**src/rtl/dbus_bridge.sv**
```systemverilog
// dbus_bridge: one host port steered onto two slave ports by address window.
// Writes are forwarded combinationally and complete in IDLE; one read may be
// outstanding, and its response is routed back with no added latency.
// Optional macro DBUS_BRIDGE_TIMEOUT_EN adds a read-response timeout that
// answers 32'hDEADBEEF with h_error set when the slave stays silent.
module dbus_bridge #(
  parameter logic [31:0] S1_BASE = 32'h8000_0000,
  parameter logic [31:0] S1_MASK = 32'hF000_0000,
  parameter int unsigned TIMEOUT = 255
) (
  input  logic        clk,
  input  logic        rst,
  input  logic        h_read,
  input  logic        h_write,
  input  logic [31:0] h_address,
  input  logic [31:0] h_writedata,
  input  logic [3:0]  h_byte_enable,
  output logic        h_waitrequest,
  output logic [31:0] h_readdata,
  output logic        h_readdatavalid,
  output logic        h_error,
  output logic        s0_read,
  output logic        s0_write,
  output logic [31:0] s0_address,
  output logic [31:0] s0_writedata,
  output logic [3:0]  s0_byte_enable,
  input  logic        s0_waitrequest,
  input  logic [31:0] s0_readdata,
  input  logic        s0_readdatavalid,
  output logic        s1_read,
  output logic        s1_write,
  output logic [31:0] s1_address,
  output logic [31:0] s1_writedata,
  output logic [3:0]  s1_byte_enable,
  input  logic        s1_waitrequest,
  input  logic [31:0] s1_readdata,
  input  logic        s1_readdatavalid
);

  if (TIMEOUT < 1 || TIMEOUT > 65535) begin : g_timeout_range
    $error("dbus_bridge: TIMEOUT must lie in 1..65535");
  end

  typedef enum logic {IDLE, RESP} state_e;

  state_e      state_q, state_d;
  logic        pend_sel_q, pend_sel_d;
  logic        sel;
  logic        req;
  logic        sel_wait;
  logic        rsp_vld;
  logic [31:0] rsp_data;
  logic        timeout_hit;

  // Address decode and slave-side selection helpers.
  assign sel      = ((h_address & S1_MASK) == S1_BASE);
  assign req      = h_read | h_write;
  assign sel_wait = sel ? s1_waitrequest : s0_waitrequest;
  assign rsp_vld  = pend_sel_q ? s1_readdatavalid : s0_readdatavalid;
  assign rsp_data = pend_sel_q ? s1_readdata : s0_readdata;

  // Address, data and byte enables are broadcast; only strobes are steered.
  assign s0_address     = h_address;
  assign s0_writedata   = h_writedata;
  assign s0_byte_enable = h_byte_enable;
  assign s1_address     = h_address;
  assign s1_writedata   = h_writedata;
  assign s1_byte_enable = h_byte_enable;

`ifdef DBUS_BRIDGE_TIMEOUT_EN
  localparam logic [15:0] TO_LAST = 16'(TIMEOUT - 1);

  logic [15:0] tcnt_q, tcnt_d;

  // Counter holds 0 in IDLE so the first RESP cycle sees 0; the count including
  // the current cycle reaches TIMEOUT when tcnt_q equals TIMEOUT-1.
  assign timeout_hit = (state_q == RESP) && !rsp_vld && (tcnt_q == TO_LAST);

  // Next count: clear outside RESP, advance every RESP cycle.
  always_comb begin
    tcnt_d = 16'd0;
    if (state_q == RESP) tcnt_d = tcnt_q + 16'd1;
  end

  // Timeout counter register.
  always_ff @(posedge clk) begin
    if (rst) tcnt_q <= 16'd0;
    else     tcnt_q <= tcnt_d;
  end
`else
  assign timeout_hit = 1'b0;
`endif

  // Next-state and output decode; a simultaneous read+write is a read.
  always_comb begin
    state_d         = state_q;
    pend_sel_d      = pend_sel_q;
    s0_read         = 1'b0;
    s0_write        = 1'b0;
    s1_read         = 1'b0;
    s1_write        = 1'b0;
    h_waitrequest   = 1'b0;
    h_readdatavalid = 1'b0;
    h_readdata      = 32'h0;
    h_error         = 1'b0;
    case (state_q)
      IDLE: begin
        s0_read       = h_read & ~sel;
        s1_read       = h_read & sel;
        s0_write      = h_write & ~h_read & ~sel;
        s1_write      = h_write & ~h_read & sel;
        h_waitrequest = req & sel_wait;
        if (h_read && !sel_wait) begin
          state_d    = RESP;
          pend_sel_d = sel;
        end
      end
      RESP: begin
        h_waitrequest = req;
        if (rsp_vld) begin
          h_readdatavalid = 1'b1;
          h_readdata      = rsp_data;
          state_d         = IDLE;
        end else if (timeout_hit) begin
          h_readdatavalid = 1'b1;
          h_readdata      = 32'hDEAD_BEEF;
          h_error         = 1'b1;
          state_d         = IDLE;
        end
      end
      default: state_d = IDLE;
    endcase
    // A response seen while reset is applied belongs to a dropped read.
    if (rst) begin
      h_readdatavalid = 1'b0;
      h_readdata      = 32'h0;
      h_error         = 1'b0;
    end
  end

  // FSM state and pending-slave register.
  always_ff @(posedge clk) begin
    if (rst) begin
      state_q    <= IDLE;
      pend_sel_q <= 1'b0;
    end else begin
      state_q    <= state_d;
      pend_sel_q <= pend_sel_d;
    end
  end

endmodule

```
**config.mk**
```make
export PLATFORM = sky130hd
export DESIGN_NAME = dbus_bridge
export DESIGN_NICKNAME = d
export VERILOG_FILES = /design/src/rtl/dbus_bridge.sv
export SDC_FILE = /design/constraint.sdc
export NUM_CORES = 1
export LEC_CHECK = 0
export BUFFER_PORTS_ARGS = -buffer_cell sky130_fd_sc_hd__buf_2
export CORE_AREA = 2 2 124 126
export CTS_CLUSTER_DIAMETER = 200
export DETAILED_ROUTE_END_ITERATION = 6
export DIE_AREA = 0 0 126 128
export SYNTH_ARGS = -nofsm -noshare
export SYNTH_HDL_FRONTEND = slang
export SYNTH_SLANG_ARGS = --single-unit
```
**constraint.sdc**
```tcl
create_clock -name clk -period 3.1 [get_ports clk]
set_clock_uncertainty 0.2 [all_clocks]
set_input_delay 0.62 -clock clk [delete_from_list [all_inputs] [get_ports clk]]
set_output_delay 0.62 -clock clk [all_outputs]
set_load 0.05 [all_outputs]
```
==> results.yml, run 1 <==
sta:
  setup_viol: 0
  finalHoldViolCount: 0
  rsz0062_at_grt: "false"
  drv_slew: 0
  relSlewSlack_pct: 60.08
  tns_ns: 0
  fmax_mhz: 370.4
  fin_crit_sh_pct: 87.09
  fin_crit_ns: 2.700
  tightest_slew_ns: 0.5989
layout:
  layout_commonest_cell: "buf_2"
  design_area_sq_um: 1578
  final_cell_mix: "buf_2, nor2_1, mux2i_1"
  num-fill-cells: 1736
  drive_gt1_share_pct: 61.79
  seq_area_sq_um: 41.29
  syn2layout_area_growth_pct: -8.623
  n_antenna_cell: 0
  final_net_count: 354
  multi_input_area_sq_um: 589.3
pwr:
  internal_power_w: 0.0002541
  vdd_ir_drop_max_mv: 0.1951
  p_sw_w: 0.0001313
  p_seq_share_pct: 7.3
  leakage_nw: 0.7736
  pwr-share-comb_pct: 41.0
  p_clk_share_pct: 51.7
  power_density_nw_per_um2: 244.2
  swShare_pct: 34.07
logic_synthesis:
  synth_warnings: 0
  synth_top_family_by_area: "buffers and inverters"
  synth.avg_cell_area_sq_um: 7.475
  synthSimpleGateAreaFrac_pct: 11.81
  synthMuxAreaShare_pct: 20.07
  synth-compound-area-share_pct: 1.884
  synthAdderAreaFrac_pct: 0
  synthesis.nets: 371
  synth_cell_types: 19
  synth-xor-area-share_pct: 0
  syn_area_sq_um: 1727
  synth.yosys.seq_area_share_pct: 2.319
  synthCells: 231
  ys_ff_latch: 2
detailed_routing:
  dr.pass1.iters: 4
  wirelength_um: 4496
  num_vias: 1216
  vias_per_cell: 3.040
  drc: 0
  wl_per_cell_um: 11.24
  drt_iter0_markers: 22
  ant_nets: 0
die:
  io_pins: 315
  fp.dieW_um: 126
  core-area_sq_um: 14860
  num_rows: 45
  initial_core_util_pct: 11.62
  dieHeight_um: 128
  die-area_sq_um: 16130
worst_setup_path:
  path_delay_family: "multiplexers"
  worst_ep_arrival_time_ns: 1.88
  worst_path_largest_cell_delay_ns: 0.39
  path_depth: 5
  r2r_cells: 3
  r2r_start: "pend_sel_q$_SDFFE_PP0P_"
  cp_num_buf_inv: 2
  worst_setup_path_end_kind: "primary output"
  cp_cell_sequence: "buf_2 > nor4b_4 > mux2_2 > o22a_1 > buf_2"
  worstSetupStartpointType: "primary input"
  endpoint: "h_waitrequest"
  worstPathRequired_ns: 2.28
  reg2reg_slack_ns: 1.64
  cp_max_fo: 4
  cpMostUsedCell: "buf_2"
  critPathSlowestCell: "mux2_2"
  crit_type: "in -> out"
  cp-startpoint: "h_address[29]"
  worstReg2RegEnd: "pend_sel_q$_SDFFE_PP0P_"
hold_path:
  holdCritStartpoint: "state_q$_SDFF_PP0_"
  min_path_type: "reg -> reg"
flow_run:
  maxCapViolations: 0
cts:
  cts_tree: "built"
  cts_sinks: 2
  cts_buffer_depth: 2
  cts-buffers-inserted: 3
  clk_pin_slew_worst_paths_ns: 0.03
  ctsRootBufferMaster: "clkbuf_16"
  ctsHoldBuffers: 0
  cts_setup_buffers: 0
  cts_htree_levels: 1
  cts_resized: 0
  clock_latency_ns: 0.23
grt:
  grt_max_degree: 35
  grt_pass1_vias: 1139
  grt_pass1_wl_um: 6210
  track_usage_pct: 4.955
  grt-ovfl-total: 0
  antenna_found_initial: 0
placed_design:
  portBuffers: 121
  place_area_sq_um: 1503
  place.gp.congestion: 0.6444
  dp_hpwl_um: 3623
run_status:
  outcome: "finished clean"
==> stage by stage <==
stage	power (W)	util, %	worst slack [ns]	cells	hold slack [ns]
5_1_grt	0.0004031	10.61	0.3174	400	0.3944
3_3_place_gp	0.0001876	10.11	0.4181	397	0.3500
6_report	0.0003853	10.61	0.4003	400	0.3563
2_1_floorplan	0.0005736	-	0.4549	231	0.3016
3_5_place_dp	0.0001886	10.11	0.3979	397	0.3519
4_1_cts	0.0003914	10.61	0.3948	400	0.3587
==> final cells by class <==
cell class | instances | share of cell area [%]
timing repair buffer | 123 | 40.13
multi-input combinational | 83 | 37.35
sequential | 2 | 2.617
tap | 188 | 14.91
clock buffer | 3 | 4.758
inverter | 1 | 0.2379
==> kinds of logic (layout without fill, tap and decap cells) <==
| family | Yosys count | in the layout |
|---|---|---|
| buf+inv | 146 | 127 |
| mux | 34 | 34 |
| compound gates | 5 | 5 |
| simple gates | 43 | 43 |
| other cells | 1 | 1 |
| flops | 2 | 2 |
==> worst min-delay path by stage <==
stage	end	slack (ns)	cells past startpoint
finish	state_q$_SDFF_PP0_	0.36	2
global route	pend_sel_q$_SDFFE_PP0P_	0.39	2
CTS	state_q$_SDFF_PP0_	0.36	2
detailed placement	state_q$_SDFF_PP0_	0.35	2
global placement	state_q$_SDFF_PP0_	0.35	2
floorplan	state_q$_SDFF_PP0_	0.30	2
==> Yosys cell counts <==
| library cell | count | area (sq um) |
|---|---|---|
| a21oi_1 | 1 | 5.000 |
| and3_1 | 2 | 12.51 |
| buf_2 | 3 | 15.01 |
| buf_4 | 138 | 1036 |
| buf_6 | 4 | 45.04 |
| conb_1 | 1 | 3.750 |
| dfxtp_1 | 2 | 40.04 |
| inv_1 | 1 | 3.750 |
| mux2_2 | 1 | 11.26 |
| mux2_4 | 1 | 15.01 |
| mux2i_1 | 32 | 320.3 |
| nand2b_1 | 3 | 18.77 |
| nor2_1 | 35 | 131.4 |
| nor3b_1 | 1 | 7.510 |
| nor4b_4 | 1 | 23.77 |
| o21ai_0 | 2 | 10.01 |
| o22a_1 | 1 | 8.760 |
| o32ai_1 | 1 | 8.760 |
| or4b_1 | 1 | 10.01 |
==> metal layers <==
| layer | GRT usage, % | share of wire (%) |
|---|---|---|
| met5 | 0 | 0 |
| met4 | 6.012 | 10 |
| met3 | 2.755 | 17 |
| met2 | 7.179 | 41 |
| met1 | 4.503 | 32 |
==> state kept, by name (all words and copies together) (netlist names) <==
register and cells:
state_q 1, pend_sel_q 1
==> worst reg2reg max path: cells and delay by family (launching register included) <==
| family | cells | cell delay (ns) |
|---|---|---|
| AOI/OAI and AO/OA | 2 | 0.36 |
| DFF | 1 | 0.32 |
| buffers and inverters | 1 | 0.50 |
==> power by group through the flow <==
stage | registers [W] | logic, W | clock network, W
after global routing | 0.0000282 | 0.000172 | 0.000203
after global placement | 0.0000284 | 0.000159 | 0
after floorplan | 0.0000281 | 0.000546 | 0
after CTS | 0.0000281 | 0.000161 | 0.000203
final | 0.0000281 | 0.000158 | 0.000199
after detailed placement | 0.0000285 | 0.000160 | 0
Note: power is estimated with default switching activity, not from simulation.
==> run 2: changes to the inputs <==
Settings changed: REMOVE_ABC_BUFFERS from default to 1, SLEW_MARGIN from default to 20.
==> results.yml, run 2 (synthesis results as in run 1) <==
run_status:
  outcome: "finished clean"
placed_design:
  place_inst: 397
  place.gp.congestion: 0.8958
  dp_slack_ns: 0.4040
  dp_hpwl_um: 14270
  portBuffers: 121
layout:
  instances_no_fill: 402
  layout_commonest_cell: "buf_2"
  drive_gt1_share_pct: 61.32
  reg_top3: "pend_sel_q x1, state_q x1"
  final_net_count: 354
  syn2layout_area_growth_pct: -7.753
  final_cell_mix: "buf_2, nor2_1, mux2i_1"
worst_setup_path:
  cp_max_fo: 4
  worst_ep_arrival_time_ns: 1.88
  worst_setup_path_end_kind: "primary output"
  worstSetupStartpointType: "primary input"
  crit_type: "in -> out"
  reg2reg_slack_ns: 1.93
  worstPathRequired_ns: 2.28
die:
  dieHeight_um: 128
  io_pins: 315
  core-area_sq_um: 14860
  num_rows: 45
  die-area_sq_um: 16130
  fp.dieW_um: 126
  initial_core_util_pct: 11.62
grt:
  grt_pass1_vias: 1231
  grt_pass1_wl_um: 17530
  grt-ovfl-total: 0
  grt_max_degree: 35
  track_usage_pct: 17.51
  antenna_found_initial: 3
hold_path:
  min_path_type: "in -> reg"
cts:
  cts_tree: "built"
  cts_buffer_depth: 2
  cts_sinks: 2
  cts-buffers-inserted: 3
  clk_pin_slew_worst_paths_ns: 0.03
  clock_latency_ns: 0.22
  ctsHoldBuffers: 0
  cts_resized: 0
  ctsRootBufferMaster: "clkbuf_16"
  cts_setup_buffers: 0
  cts_htree_levels: 1
sta:
  fin_crit_sh_pct: 87.05
  setup_viol: 0
  tns_ns: 0
  finalHoldViolCount: 0
  setup_ws_ns: 0.4014
  drv_slew: 0
  fin_crit_ns: 2.699
  rsz0062_at_grt: "false"
  fmax_mhz: 370.6
pwr:
  vdd_ir_drop_max_mv: 0.1591
  power_density_nw_per_um2: 239.6
  leakage_nw: 0.7756
detailed_routing:
  wl_per_cell_um: 38.26
  ant_nets: 0
  wirelength_um: 15380
  drt_iter0_markers: 53
  dr.pass1.iters: 5
  drc: 0
  vias_per_cell: 3.736
  num_vias: 1502
flow_run:
  maxCapViolations: 0
[run 2: cell count changes in the layout (fill, tap and decap cells not counted), sizes merged]
cell and delta:
diode +2
[run 2: area by class of cell]
type	count	area, sq um
Fill cell	1778	13270
Timing Repair Buffer	123	645.6
Multi-Input combinational cell	83	586.8
Tap cell	188	235.2
Clock buffer	3	75.07
Sequential cell	2	41.29
Antenna cell	2	5.005
Inverter	1	3.754
[run 2: metal layers]
metal,track usage [%],wire (um),part of all wire [%]
met5,7.430,115,0.75
met4,6.076,637,4.1
met3,24.67,4584,30
met2,30.11,7405,48
met1,8.451,2639,17
[run 2: critical path: stages]
cell,delay (ns)
buf_2,0.13
nor4b_4,0.35
mux2_2,0.39
o22a_1,0.18
buf_2,0.21
[run 2: through the flow]
stage	hold slack (ns)	util (%)	cell area, sq um	total power (W)
floorplan	0.3016	-	630.6	0.00009699
global placement	0.3489	10.18	1513	0.0001883
detailed placement	0.3675	10.18	1513	0.0001901
CTS	0.3805	10.68	1588	0.0003833
global route	0.3959	10.68	1588	0.0003943
finish	0.3844	10.72	1593	0.0003817
[run 2: where the power goes]
part	internal [W]	switching, W
logic	0.0000629	0.0000978
clock network	0.000164	0.0000286
registers	0.0000270	0.00000142
[run 2: final timing paths]
check	start	end	cells after the start
min reg2reg	state_q$_SDFF_PP0_	state_q$_SDFF_PP0_	2
max	h_address[29]	h_waitrequest	5
min	rst	pend_sel_q$_SDFFE_PP0P_	2
max reg2reg	pend_sel_q$_SDFFE_PP0P_	pend_sel_q$_SDFFE_PP0P_	3
==> run 3: changes to the inputs <==
--- a/config.mk
+++ b/config.mk
@@ -7,8 +7,9 @@
 export LEC_CHECK = 0
 export BUFFER_PORTS_ARGS = -buffer_cell sky130_fd_sc_hd__buf_2
-export CORE_AREA = 2 2 124 126
+export CORE_AREA = 2 2 122 124
+export CTS_BUF_LIST = sky130_fd_sc_hd__clkbuf_8
 export CTS_CLUSTER_DIAMETER = 200
 export DETAILED_ROUTE_END_ITERATION = 6
-export DIE_AREA = 0 0 126 128
+export DIE_AREA = 0 0 124 126
 export REMOVE_ABC_BUFFERS = 1
 export SLEW_MARGIN = 20
==> constraint.sdc (replaced) <==
create_clock -name clk -period 3.1 [get_ports clk]
set_clock_uncertainty 0.2 [all_clocks]
set_input_delay 0.155 -clock clk [delete_from_list [all_inputs] [get_ports clk]]
set_output_delay 0.155 -clock clk [all_outputs]
set_load 0.05 [all_outputs]
==> results.yml, run 3 (synthesis results as in run 1) <==
die:
  initial_core_util_pct: 12.06
  io_pins: 315
  core-area_sq_um: 14310
  die-area_sq_um: 15620
  fp.dieW_um: 124
  num_rows: 44
  dieHeight_um: 126
placed_design:
  dp_slack_ns: 1.087
  portBuffers: 121
  place.gp.congestion: 0.8441
  dp_hpwl_um: 15510
  place_inst: 393
grt:
  track_usage_pct: 20.33
  grt_use_met2_pct: 33.03
  grt_max_degree: 35
  antenna_found_initial: 10
  grt_pass1_vias: 1254
  grt.met1_usage_pct: 10.38
  globalRouteMet3Util_pct: 28.13
  top_usage_layer: "met2"
  grt-ovfl-total: 0
  grt_pass1_wl_um: 18750
pwr:
  leakage_nw: 0.7617
  vdd_ir_drop_max_mv: 0.1407
  finalPower_w: 0.0002934
  power_density_nw_per_um2: 187.9
run_status:
  outcome: "finished clean"
layout:
  num-fill-cells: 1697
  multi_input_area_sq_um: 586.8
  seq_area_sq_um: 41.29
  instances_no_fill: 403
  fin_util_pct: 10.91
  drive_gt1_share_pct: 61.03
  layout_commonest_cell: "buf_2"
  reg_top3: "pend_sel_q x1, state_q x1"
  final_cell_mix: "buf_2, nor2_1, mux2i_1"
  final_net_count: 355
  syn2layout_area_growth_pct: -9.565
worst_setup_path:
  worstReg2RegEnd: "pend_sel_q$_SDFFE_PP0P_"
  worstSetupStartpointType: "primary input"
  cp_cell_sequence: "dlygate4sd3_1 > buf_2 > nand2b_1 > nand2b_1 > buf_12 > nor2_1 > buf_2"
  worstPathRequired_ns: 2.74
  crit_type: "in -> out"
  worst_path_largest_cell_delay_ns: 0.54
  critPathSlowestCell: "dlygate4sd3_1"
  worst_setup_path_end_kind: "primary output"
  cp_max_fo: 20
  r2r_cells: 3
  r2r_start: "pend_sel_q$_SDFFE_PP0P_"
  reg2reg_slack_ns: 1.62
  worst_ep_arrival_time_ns: 2.14
detailed_routing:
  ant_nets: 0
  num_vias: 1547
  drc: 0
  wl_per_cell_um: 42.03
  drt_iter0_markers: 91
  vias_per_cell: 3.839
  wirelength_um: 16940
  dr.pass1.iters: 4
cts:
  cts_buffer_depth: 2
  cts_htree_levels: 1
  clk_pin_slew_worst_paths_ns: 0.03
  ctsRootBufferMaster: "clkbuf_8"
  cts_setup_buffers: 0
  clock_latency_ns: 0.21
  cts_sinks: 2
  cts_tree: "built"
  cts-buffers-inserted: 3
  cts_resized: 0
hold_path:
  whs_endpoint: "state_q$_SDFF_PP0_"
  worstHoldPathCells: 3
  min_path_type: "in -> reg"
  holdCritStartpoint: "s0_readdatavalid"
sta:
  fmax_mhz: 400.1
  fin_crit_sh_pct: 80.62
  finalHoldViolCount: 0
  tightest_slew_ns: 0.6419
  fin_crit_ns: 2.499
  relSlewSlack_pct: 57.21
  rsz0062_at_grt: "false"
  tns_ns: 0
  setup_ws_ns: 0.6007
  drv_slew: 0
  setup_viol: 0
flow_run:
  maxCapViolations: 0
[run 3: cell count changes in the layout (fill, tap and decap cells not counted), sizes merged]
cell / before / now
diode: 2 / 6
dlygate4sd3: 0 / 1
[run 3: per-layer routing]
metal | part of all wire, % | wire length [um] | up-vias
met5 | 0.35 | 59 | -
met4 | 6.0 | 1013 | 6
met3 | 28 | 4779 | 35
met2 | 45 | 7685 | 305
met1 | 20 | 3402 | 625
li1 | - | - | 576
[run 3: stage by stage]
step | area [sq um] | hold WS [ns]
2_1_floorplan | 630.6 | 0.02407
3_3_place_gp | 1495 | 0.1107
3_5_place_dp | 1495 | 0.1107
4_1_cts | 1546 | 0.08271
5_1_grt | 1554 | 0.07510
6_report | 1562 | 0.08771
[run 3: timing repair]
item	4_1_cts	5_1_grt
hold buffers	1	0
hold endpoints to repair	2	0
setup endpoints to repair	0	0
[run 3: worst max-delay path by stage]
stage,from,end,slack [ns],cells after the start
after global routing,rst,h_readdata[12],0.46,7
after CTS,rst,h_readdata[1],0.58,7
final,rst,h_readdata[1],0.60,7
after floorplan,pend_sel_q$_SDFFE_PP0P_,h_readdata[0],-0.19,3
after detailed placement,pend_sel_q$_SDFFE_PP0P_,h_readdata[1],1.09,5
after global placement,pend_sel_q$_SDFFE_PP0P_,h_readdata[1],1.12,5
[run 3: cell type report]
| cell class | count | share of cell area (%) |
|---|---|---|
| sequential | 2 | 2.644 |
| timing repair buffer | 124 | 41.19 |
| antenna | 6 | 0.9615 |
| tap | 184 | 14.74 |
| clock buffer | 3 | 2.644 |
| multi-input combinational | 83 | 37.58 |
| inverter | 1 | 0.2404 |
[run 3: report_power, final]
part / switching [W] / total, W / internal [W] / leakage (nW)
Combinational: 0.0000988 / 0.000162 / 0.0000634 / 0.723
Clock: 0.0000208 / 0.000103 / 0.0000821 / 0.0216
Sequential: 0.00000126 / 0.0000283 / 0.0000270 / 0.0168
[run 3: worst max-delay path: cells and delay by family]
kind                   cells  cell delay [ns]
and+or+nand+nor            3             0.70
buffers and inverters      4             1.28
